--- src/rtl/adxl362_spi_responder_pkg.sv ---
// Shared constants, state encoding and sample payload for the ADXL362 SPI stand-in.
package adxl362_spi_responder_pkg;

  localparam int unsigned BYTE_W    = 8;
  localparam int unsigned ADDR_W    = 6;
  localparam int unsigned SAMPLE_W  = 12;
  localparam int unsigned ARR_DEPTH = 16;

  localparam logic [BYTE_W-1:0] INSTR_WRITE = 8'h0A;
  localparam logic [BYTE_W-1:0] INSTR_READ  = 8'h0B;

  localparam logic [ADDR_W-1:0] ADDR_DEVID_AD  = 6'h00;
  localparam logic [ADDR_W-1:0] ADDR_DEVID_MST = 6'h01;
  localparam logic [ADDR_W-1:0] ADDR_PARTID    = 6'h02;
  localparam logic [ADDR_W-1:0] ADDR_XDATA_L   = 6'h0E;
  localparam logic [ADDR_W-1:0] ADDR_WR_BASE   = 6'h20;
  localparam logic [ADDR_W-1:0] ADDR_POWER_CTL = 6'h2D;

  localparam logic [BYTE_W-1:0] ID_DEVID_AD  = 8'hAD;
  localparam logic [BYTE_W-1:0] ID_DEVID_MST = 8'h1D;
  localparam logic [BYTE_W-1:0] ID_PARTID    = 8'hF2;

  typedef enum logic [2:0] {
    ST_IDLE,
    ST_CMD,
    ST_ADDR,
    ST_WR,
    ST_RD,
    ST_SKIP
  } state_t;

  typedef struct packed {
    logic [SAMPLE_W-1:0] x;
    logic [SAMPLE_W-1:0] y;
    logic [SAMPLE_W-1:0] z;
  } sample_t;

  // Byte idx of the XL/XH/YL/YH/ZL/ZH block; high bytes are sign-extended.
  function automatic logic [BYTE_W-1:0] sample_byte(input sample_t s, input logic [2:0] idx);
    logic [SAMPLE_W-1:0] w_axis;
    w_axis = idx[2] ? s.z : (idx[1] ? s.y : s.x);
    return idx[0] ? {{4{w_axis[SAMPLE_W-1]}}, w_axis[SAMPLE_W-1:8]} : w_axis[7:0];
  endfunction

endpackage

--- src/rtl/adxl362_spi_responder_sync.sv ---
// Two-flop synchroniser with a delay flop for rising/falling edge detection.
module spi_pin_sync #(
  parameter logic RESET_VAL = 1'b0
) (
  input  logic clk,
  input  logic rst_n,
  input  logic i_pin,
  output logic o_rise_c,
  output logic o_fall_c
);

  logic r_meta;
  logic r_sync;
  logic r_prev;

  always_ff @(posedge clk or negedge rst_n) begin
    if (!rst_n) begin
      r_meta <= RESET_VAL;
      r_sync <= RESET_VAL;
      r_prev <= RESET_VAL;
    end else begin
      r_meta <= i_pin;
      r_sync <= r_meta;
      r_prev <= r_sync;
    end
  end

  assign o_rise_c = r_sync & ~r_prev;
  assign o_fall_c = ~r_sync & r_prev;

endmodule

--- src/rtl/adxl362_spi_responder.sv ---
// Behavioural SPI-slave model of the ADXL362: register map, write/read bursts, sample shadow.
module adxl362_spi_responder
  import adxl362_spi_responder_pkg::*;
#(
  parameter int unsigned CLK_PER_HALF = 4
) (
  input  logic                Clock,
  input  logic                Reset,
  input  logic                SCLK,
  input  logic                MOSI,
  input  logic                CS,
  output logic                MISO,
  input  logic [SAMPLE_W-1:0] sample_x,
  input  logic [SAMPLE_W-1:0] sample_y,
  input  logic [SAMPLE_W-1:0] sample_z,
  input  logic                sample_valid,
  output logic [BYTE_W-1:0]   power_ctl,
  output logic                wr_strobe,
  output logic [ADDR_W-1:0]   wr_addr,
  output logic [BYTE_W-1:0]   wr_data,
  output logic                busy
);

  if (CLK_PER_HALF < 2) begin : g_bad_half
    $error("CLK_PER_HALF must be at least 2");
  end

  logic w_sclk_rise;
  logic w_sclk_fall;
  logic w_cs_rise;
  logic w_cs_fall;

  spi_pin_sync #(.RESET_VAL(1'b0)) u_sclk_sync (
    .clk      (Clock),
    .rst_n    (Reset),
    .i_pin    (SCLK),
    .o_rise_c (w_sclk_rise),
    .o_fall_c (w_sclk_fall)
  );

  spi_pin_sync #(.RESET_VAL(1'b1)) u_cs_sync (
    .clk      (Clock),
    .rst_n    (Reset),
    .i_pin    (CS),
    .o_rise_c (w_cs_rise),
    .o_fall_c (w_cs_fall)
  );

  logic r_mosi_meta;
  logic r_mosi_sync;

  always_ff @(posedge Clock or negedge Reset) begin
    if (!Reset) begin
      r_mosi_meta <= 1'b0;
      r_mosi_sync <= 1'b0;
    end else begin
      r_mosi_meta <= MOSI;
      r_mosi_sync <= r_mosi_meta;
    end
  end

  state_t              r_state;
  state_t              w_state_nxt;
  logic [2:0]          r_bit_cnt;
  logic [BYTE_W-2:0]   r_shift;
  logic                r_is_read;
  logic [ADDR_W-1:0]   r_addr;
  logic [BYTE_W-1:0]   r_tx;
  logic [BYTE_W-1:0]   r_arr [ARR_DEPTH];
  sample_t             r_shadow;
  sample_t             r_pending;
  logic                r_pend;

  logic [BYTE_W-1:0]   w_byte;
  logic                w_byte_done;
  logic                w_shift_en;
  logic                w_set_dir;
  logic                w_latch_addr;
  logic                w_preload;
  logic                w_addr_inc;
  logic                w_do_write;
  logic                w_tx_shift;
  logic                w_miso_clr;
  logic [ADDR_W-1:0]   w_rd_addr;
  logic [ADDR_W-1:0]   w_rd_off;
  logic [BYTE_W-1:0]   w_rd_byte;
  sample_t             w_sample_in;

  assign w_byte      = {r_shift, r_mosi_sync};
  assign w_byte_done = w_sclk_rise && (r_bit_cnt == 3'd7) &&
                       (r_state inside {ST_CMD, ST_ADDR, ST_WR, ST_RD});
  assign w_sample_in = '{x: sample_x, y: sample_y, z: sample_z};

  always_ff @(posedge Clock or negedge Reset) begin
    if (!Reset) r_state <= ST_IDLE;
    else        r_state <= w_state_nxt;
  end

  // CS rise beats CS fall beats any SCLK activity.
  always_comb begin
    w_state_nxt = r_state;
    if (w_cs_rise) begin
      w_state_nxt = ST_IDLE;
    end else if (w_cs_fall) begin
      w_state_nxt = ST_CMD;
    end else if (w_byte_done) begin
      case (r_state)
        ST_CMD:  w_state_nxt = (w_byte == INSTR_WRITE || w_byte == INSTR_READ) ? ST_ADDR : ST_SKIP;
        ST_ADDR: w_state_nxt = r_is_read ? ST_RD : ST_WR;
        default: w_state_nxt = r_state;
      endcase
    end
  end

  always_comb begin
    w_shift_en   = 1'b0;
    w_set_dir    = 1'b0;
    w_latch_addr = 1'b0;
    w_preload    = 1'b0;
    w_addr_inc   = 1'b0;
    w_do_write   = 1'b0;
    w_tx_shift   = 1'b0;
    w_miso_clr   = 1'b1;
    if (!w_cs_rise && !w_cs_fall) begin
      w_shift_en = w_sclk_rise && (r_state != ST_IDLE);
      w_miso_clr = (r_state != ST_RD);
      case (r_state)
        ST_CMD:  w_set_dir = w_byte_done;
        ST_ADDR: begin
          w_latch_addr = w_byte_done;
          w_preload    = w_byte_done && r_is_read;
        end
        ST_WR: begin
          w_do_write = w_byte_done;
          w_addr_inc = w_byte_done;
        end
        ST_RD: begin
          w_preload  = w_byte_done;
          w_addr_inc = w_byte_done;
          w_tx_shift = w_sclk_fall;
        end
        default: begin
        end
      endcase
    end
  end

  // Read-ahead address: the freshly received address, or the next one in a burst.
  assign w_rd_addr = (r_state == ST_ADDR) ? w_byte[ADDR_W-1:0] : ADDR_W'(r_addr + 6'd1);
  assign w_rd_off  = ADDR_W'(w_rd_addr - ADDR_XDATA_L);

  always_comb begin
    w_rd_byte = '0;
    if (w_rd_addr == ADDR_DEVID_AD)
      w_rd_byte = ID_DEVID_AD;
    else if (w_rd_addr == ADDR_DEVID_MST)
      w_rd_byte = ID_DEVID_MST;
    else if (w_rd_addr == ADDR_PARTID)
      w_rd_byte = ID_PARTID;
    else if (w_rd_off < 6'd6)
      w_rd_byte = sample_byte(r_shadow, w_rd_off[2:0]);
    else if (w_rd_addr[5:4] == ADDR_WR_BASE[5:4])
      w_rd_byte = r_arr[w_rd_addr[3:0]];
  end

  always_ff @(posedge Clock or negedge Reset) begin
    if (!Reset) begin
      r_bit_cnt <= '0;
      r_shift   <= '0;
      r_is_read <= 1'b0;
      r_addr    <= '0;
      r_tx      <= '0;
      MISO      <= 1'b0;
      busy      <= 1'b0;
    end else begin
      if (w_cs_rise)      busy <= 1'b0;
      else if (w_cs_fall) busy <= 1'b1;

      if (w_cs_fall)       r_bit_cnt <= '0;
      else if (w_shift_en) r_bit_cnt <= 3'(r_bit_cnt + 3'd1);

      if (w_shift_en) r_shift   <= w_byte[BYTE_W-2:0];
      if (w_set_dir)  r_is_read <= (w_byte == INSTR_READ);

      if (w_latch_addr)    r_addr <= w_byte[ADDR_W-1:0];
      else if (w_addr_inc) r_addr <= ADDR_W'(r_addr + 6'd1);

      if (w_preload)       r_tx <= w_rd_byte;
      else if (w_tx_shift) r_tx <= {r_tx[BYTE_W-2:0], 1'b0};

      if (w_miso_clr)      MISO <= 1'b0;
      else if (w_tx_shift) MISO <= r_tx[BYTE_W-1];
    end
  end

  always_ff @(posedge Clock or negedge Reset) begin
    if (!Reset) begin
      for (int i = 0; i < int'(ARR_DEPTH); i++) r_arr[i] <= '0;
      wr_strobe <= 1'b0;
      wr_addr   <= '0;
      wr_data   <= '0;
    end else begin
      wr_strobe <= w_do_write;
      if (w_do_write) begin
        wr_addr <= r_addr;
        wr_data <= w_byte;
        if (r_addr[5:4] == ADDR_WR_BASE[5:4]) r_arr[r_addr[3:0]] <= w_byte;
      end
    end
  end

  assign power_ctl = r_arr[ADDR_POWER_CTL[3:0]];

  // Strobes during a burst wait in the pending slot so a burst reads one coherent triple.
  always_ff @(posedge Clock or negedge Reset) begin
    if (!Reset) begin
      r_shadow  <= '0;
      r_pending <= '0;
      r_pend    <= 1'b0;
    end else if (sample_valid && !busy) begin
      r_shadow <= w_sample_in;
      r_pend   <= 1'b0;
    end else if (sample_valid) begin
      r_pending <= w_sample_in;
      r_pend    <= 1'b1;
    end else if (r_pend && !busy) begin
      r_shadow <= r_pending;
      r_pend   <= 1'b0;
    end
  end

endmodule

--- config.mk ---
export PLATFORM = sky130hd
export DESIGN_NAME = adxl362_spi_responder
export DESIGN_NICKNAME = d
export VERILOG_FILES = /design/src/rtl/adxl362_spi_responder_pkg.sv /design/src/rtl/adxl362_spi_responder_sync.sv /design/src/rtl/adxl362_spi_responder.sv
export SDC_FILE = /design/constraint.sdc
export NUM_CORES = 1
export LEC_CHECK = 0
export CAP_MARGIN = 20
export CORE_MARGIN = 2
export CORE_UTILIZATION = 58
export DETAILED_ROUTE_END_ITERATION = 12
export GPL_TIMING_DRIVEN = 0
export PLACE_DENSITY = 0.86
export SYNTH_ARGS = -nofsm -noshare
export SYNTH_HDL_FRONTEND = slang
export SYNTH_HIERARCHICAL = 1
export SYNTH_SLANG_ARGS = --single-unit
--- constraint.sdc ---
create_clock -name Clock -period 8.48 [get_ports Clock]
set_input_delay 1.696 -clock Clock [delete_from_list [all_inputs] [get_ports Clock]]
set_output_delay 1.696 -clock Clock [all_outputs]
set_load 0.005 [all_outputs]
### Word-level counts from Yosys, hierarchy flattened

Index checks and enable logic that the tools add are counted.

| cells by class | value |
|---|---|
| add/subtract/negate cells | 3 |
| magnitude comparators | 4 |
| eq/ne operators | 13 |
| muxes and demuxes | 51 |
| bitwise logic cells | 11 |
| reductions and logical operators | 29 |

Operators with widths:

| operator | number |
|---|---|
| $bwmux 128 | 1 |
| $mux 36 | 3 |
| $mux 8 | 11 |
| $bmux 8 s4 | 1 |
| $demux 8 s4 | 1 |
| $mux 12 | 2 |
| $mux 3 | 7 |
| $mux 1 | 20 |
| $mux 6 | 3 |
| $eq 8x4->1 const B | 2 |
| $reduce_bool 2->1 | 6 |
| $ge 5x5->1 const B | 2 |
| $not 4->5 | 2 |
| $reduce_bool 3->1 | 3 |
| $logic_and 1x1->1 | 8 |
| $reduce_and 2->1 | 4 |
| $reduce_bool 4->1 | 2 |
| $add 6x1->6 const B | 1 |
| $eq 3x2->1 const B | 2 |
| $eq 3x3->1 const B | 2 |
| $eq 6x1->1 const B | 1 |
| $eq 6x2->1 const B | 1 |
| $logic_not 6->1 | 1 |
| $lt 6x3->1 const B | 1 |
| 14 further kinds | 24 |

| word-level totals | value |
|---|---|
| register bits | 254 |
| input bits | 42 |

### Longest topological paths before layout

| logic depth | value |
|---|---|
| depth in word-level cells | 12 |
| depth in mapped cells | 14 |
| gate-level depth less buffers | 11 |

### By module

Netlist, hierarchy kept.

Modules (own cells, without submodules):

| module | instances | cells each | area each (µm²) | seq. area each (µm²) |
|---|---|---|---|---|
| adxl362_spi_responder | 1 | 1041 | 12270.5 | 6206.0 |
| spi_pin_sync at u_cs_sync | 1 | 5 | 93.8 | 78.8 |
| spi_pin_sync at u_sclk_sync | 1 | 5 | 90.1 | 75.1 |

### Worst setup path after synthesis

No wires, ideal clock.

| path | value |
|---|---|
| path type | register to register |
| start point | reg r_addr[0] |
| end point | reg r_tx[6] |
| arrival | 2993 ps |
| required time | 8362 ps |
| path slack | 5369 ps |
| stages on the path, launching flop included | 15 |
| buffers on the path | 3 |
| clock period less this slack | 3111 ps |
| path through | dfrtp_1 > inv_1 > ha_1 > mux2i_4 > clkinv_2 > buf_6 > buf_2 > ha_1 > clkbuf_1 > inv_1 > o21ai_0 > a21oi_1 > a21o_1 > a32o_1 > a21o_1 |

| between the ends | value |
|---|---|
| longest elaborated chain between the ends | 12 |
| elaborated cells between the ends (all ways) | 21 |

Ends and longest elaborated chain:

| item | line | RTL |
|---|---|---|
| from (decl) | adxl362_spi_responder.sv:67 | `logic [ADDR_W-1:0] r_addr;` |
| from (signal assigned) | adxl362_spi_responder.sv:185 | `if (w_latch_addr) r_addr <= w_byte[ADDR_W-1:0];` |
| from (signal assigned) | adxl362_spi_responder.sv:186 | `else if (w_addr_inc) r_addr <= ADDR_W'(r_addr + 6'd1);` |
| $add 6x1->6 (*) | adxl362_spi_responder.sv:149 | `assign w_rd_addr = (r_state == ST_ADDR) ? w_byte[ADDR_W-1:0] : ADDR_W'(r_addr + 6'd1);` |
| $mux 6 (*) | adxl362_spi_responder.sv:149 |  |
| branches (longest 8 deep; another with $sub 6x4->6) | - |  |
| $mux 8 (*) | adxl362_spi_responder.sv:154 | `if (w_rd_addr == ADDR_DEVID_AD)` |
| $mux 8 (*) | adxl362_spi_responder.sv:188 | `if (w_preload) r_tx <= w_rd_byte;` |
| to (signal assigned) | adxl362_spi_responder.sv:188 |  |
| to (signal assigned) | adxl362_spi_responder.sv:189 | `else if (w_tx_shift) r_tx <= {r_tx[BYTE_W-2:0], 1'b0};` |
| to (decl) | adxl362_spi_responder.sv:68 | `logic [BYTE_W-1:0] r_tx;` |

Mark *: on every way between the ends. The select of a mux whose other input is x is not followed.
A chain may end at the register's enable or synchronous reset.

### Worst setup path after layout

Same ends and word-level chain as after synthesis.

==> metrics.csv <==
stage;metric;value;unit
clocking;clkTransAtPathRegs;0.06;ns
floorplanning;die_h;151;microns
synthesis;yosysMostFrequentCell;dfrtp_1;
synthesis;synth_compound_area_share;9.62;%
global_routing;grtUsageTotal;28.9;%
routing;vias_per_cell;6.24;
sta;final.setup.worst_slack;4.42;ns
worst_setup_path;r2r_cells;14;
routing;ant_nets;0;
placement;hpwl;21700;microns
synthesis;synthTopCellsByArea;dfrtp_1 50%, mux2_2 17%, mux2i_1 5.2%, nand2_1 2.8%, o21ai_0 2.7%;
synthesis;synthAdderAreaFrac;0.703;%
clocking;cts_resized;0;
synthesis;synth_edf_count;0;
global_routing;grt_max_degree;122;
placement;place_congestion;0.963;
clocking;cts_root_buf;clkbuf_16;
synthesis;synth_nets;1100;
sta;tightest_slew;1.01;ns
synthesis;synth-simple-area-share;11.0;%
clocking;post_cts_buffers;0;
routing;drc;0;
clocking;cts_buffer_depth;3;
synthesis;synthTopCellsByCount;251 x dfrtp_1, 191 x mux2_2, 92 x nand2_1, 68 x o21ai_0, 65 x mux2i_1;
clocking;cts.htree.levels;1;
synthesis;yosys_warnings;6;
placement;dp.cells;1393;
synthesis;synth.area.mux_share;23.8;%
finish;finalNetCount;1195;
sta;setup_violations;0;
clocking;cts_tree;built;
run;drv_cap;0;
synthesis;synthArstFlopShare;100;%
global_routing;antenna_found_initial;0;
synthesis;synth_top_cell_by_area;dfrtp_1;
sta;relSlewSlack;32.2;%
sta;finClkSkew;0.00890;ns
global_routing;grt-ovfl-total;0;
clocking;cts_buffers;26;
synthesis;ys_types;74;
routing;totalWireLength;31400;microns
synthesis;synth_top_family_by_area;multiplexers;
floorplanning;die_w;151;microns
finish;syn2layout_area_growth;16.1;%
worst_hold_path;hold_depth;0;
sta;rsz0062_at_grt;no;
synthesis;yosysTopAreaCellShare;50.4;%
synthesis;netlist_area;0.0125;sq mm
sta;clock.fmax;247;MHz
floorplanning;io_pins;67;
placement;pre_cts_slack;4.53;ns
clocking;clock_sinks;254;
status;run_status;finished clean;
finish;final_cell_area;0.0145;sq mm
placement;place_area;0.0135;sq mm
floorplanning;die_area;0.0227;sq mm
floorplanning;rows;53;
synthesis;yosysSeqAreaShare;51.1;%
worst_setup_path;crit_type;register to register;
synthesis;synth-seq-cells;254;
pwr;leakage;6.79;nW
placement;io_buffers;65;
global_routing;grt_pass1_vias;9189;
worst_hold_path;hold_class;register to register;
worst_setup_path;cp_max_fo;10;
worst_setup_path;cp-end-kind;register;
finish;num_antenna_cells;0;
finish;drive_above_1_share;26.7;%
synthesis;synthFlopType;dfrtp_1;
sta;fin_crit;4.06;ns
synthesis;syn-instance-count;1051;
finish;final_cells;1441;
pwr;p_per_area;211;mW/mm^2
pwr;ir_drop;0.175;mV
sta;post-route-period-util;47.8;%
routing;first_iter_violations;691;
synthesis;synth.avg_cell_area;11.9;sq um
clocking;clk_latency;0.54;ns
sta;hold_viol_final;0;
synthesis;synth_xor_xnor_area_share;0.422;%
routing;first_pass_iters;5;
sta;drv_slew;0;
worst_setup_path;crit_required;8.91;ns
global_routing;grt_pass1_wl;50800;microns
routing;vias;8993;
floorplanning;start_util;59.2;%
clocking;cts_hold_buf;0;
worst_setup_path;start_kind;register;
routing;wire_per_inst;21.8;microns
floorplanning;fp.coreArea;0.0210;sq mm
worst_setup_path;arrival;4.49;ns
-- registers in the layout, indices dropped and copies added (netlist names), 3 cells and up --
signal,count
r_shadow,36
r_pending,36
power_ctl,8
wr_addr,6
r_state,3
r_tx,8
wr_data,8
r_shift,7
r_addr,6
r_bit_cnt,3
r_arr,120
-- metal layers --
| metal | up-vias | global-route usage [%] | share of wire, % |
|---|---|---|---|
| met1 | 4486 | 38.7 | 40 |
| met5 | - | 0 | 0 |
| met2 | 427 | 46.9 | 48 |
| met3 | 90 | 5.85 | 8.1 |
| met4 | 0 | 10.7 | 4.0 |
| li1 | 3990 | - | - |
-- final timing paths --
check	end	start	slack, ns
max	r_tx[6]	r_addr[0]	4.42
min	u_cs_sync/r_sync	u_cs_sync/r_meta	0.35
min reg2reg	u_cs_sync/r_sync	u_cs_sync/r_meta	0.35
max reg2reg	r_tx[6]	r_addr[0]	4.42
min in group asynchronous	wr_addr[3]	Reset	1.06
max in group asynchronous	r_pending[21]	Reset	6.12
-- layout by cell type (no fill, tap or decap), drive strengths merged, types with 4 or more instances in the layout --
| cell type | n |
|---|---|
| o211ai | 4 |
| ha | 7 |
| buf | 36 |
| nand2b | 6 |
| clkdlybuf4s50 | 64 |
| dfrtp | 251 |
| clkbuf | 82 |
| or3 | 5 |
| nor3 | 9 |
| mux2i | 67 |
| and3 | 7 |
| bufinv | 5 |
| mux2 | 192 |
| a32oi | 4 |
| a22oi | 24 |
| clkinv | 5 |
| nand2 | 96 |
| a21o | 6 |
| nor2b | 25 |
| inv | 9 |
| nand3 | 21 |
| and3b | 15 |
| nand4 | 5 |
| nor2 | 31 |
| a21oi | 51 |
| o21ai | 70 |
| mux4 | 5 |
-- cell type report --
type	instances	area, sq um
Multi-Input combinational cell	710	5670
Tap cell	275	344
Clock inverter	10	181
Sequential cell	254	6360
Inverter	10	38.8
Buffer	77	383
Clock buffer	38	767
Fill cell	1472	6560
Timing Repair Buffer	67	711
-- cell families after synthesis --
kind of cell / after synthesis
multiplexers: 264
flip-flops: 254
AND/OR/NAND/NOR: 239
AO/OA/AOI/OAI: 194
buffers and inverters: 87
adder cells (fa/ha/maj): 7
XOR/XNOR: 6
-- through the flow --
| step | setup TNS, ns | utilization (%) | hold slack [ns] | power (mW) |
|---|---|---|---|---|
| 2_1_floorplan | 0 | - | 0.331 | 1.62 |
| 3_3_place_gp | -1217.14 | 64.0 | 0.334 | 1.77 |
| 3_5_place_dp | 0 | 64.3 | 0.346 | 1.79 |
| 4_1_cts | 0 | 68.8 | 0.356 | 3.05 |
| 5_1_grt | 0 | 68.8 | 0.359 | 3.15 |
| 6_report | 0 | 68.8 | 0.355 | 3.05 |
-- power by group --
group	switching (mW)	internal, mW	leakage [nW]
clock network	0.485	0.779	0.462
logic	0.247	0.151	2.96
registers	0.0733	1.31	3.37
-- worst max-delay path: stages, from the launching register on --
cell and delay (ns):
dfrtp_1 0.48, inv_1 0.21, ha_1 0.40, mux2i_4 0.43
clkinv_2 0.25, buf_6 0.23, buf_2 0.21, ha_1 0.29
clkbuf_1 0.30, inv_1 0.17, o21ai_0 0.19, a21oi_1 0.11
a21o_1 0.23, a32o_1 0.24, a21o_1 0.18
No activity file was read; power rests on OpenSTA's default activity.
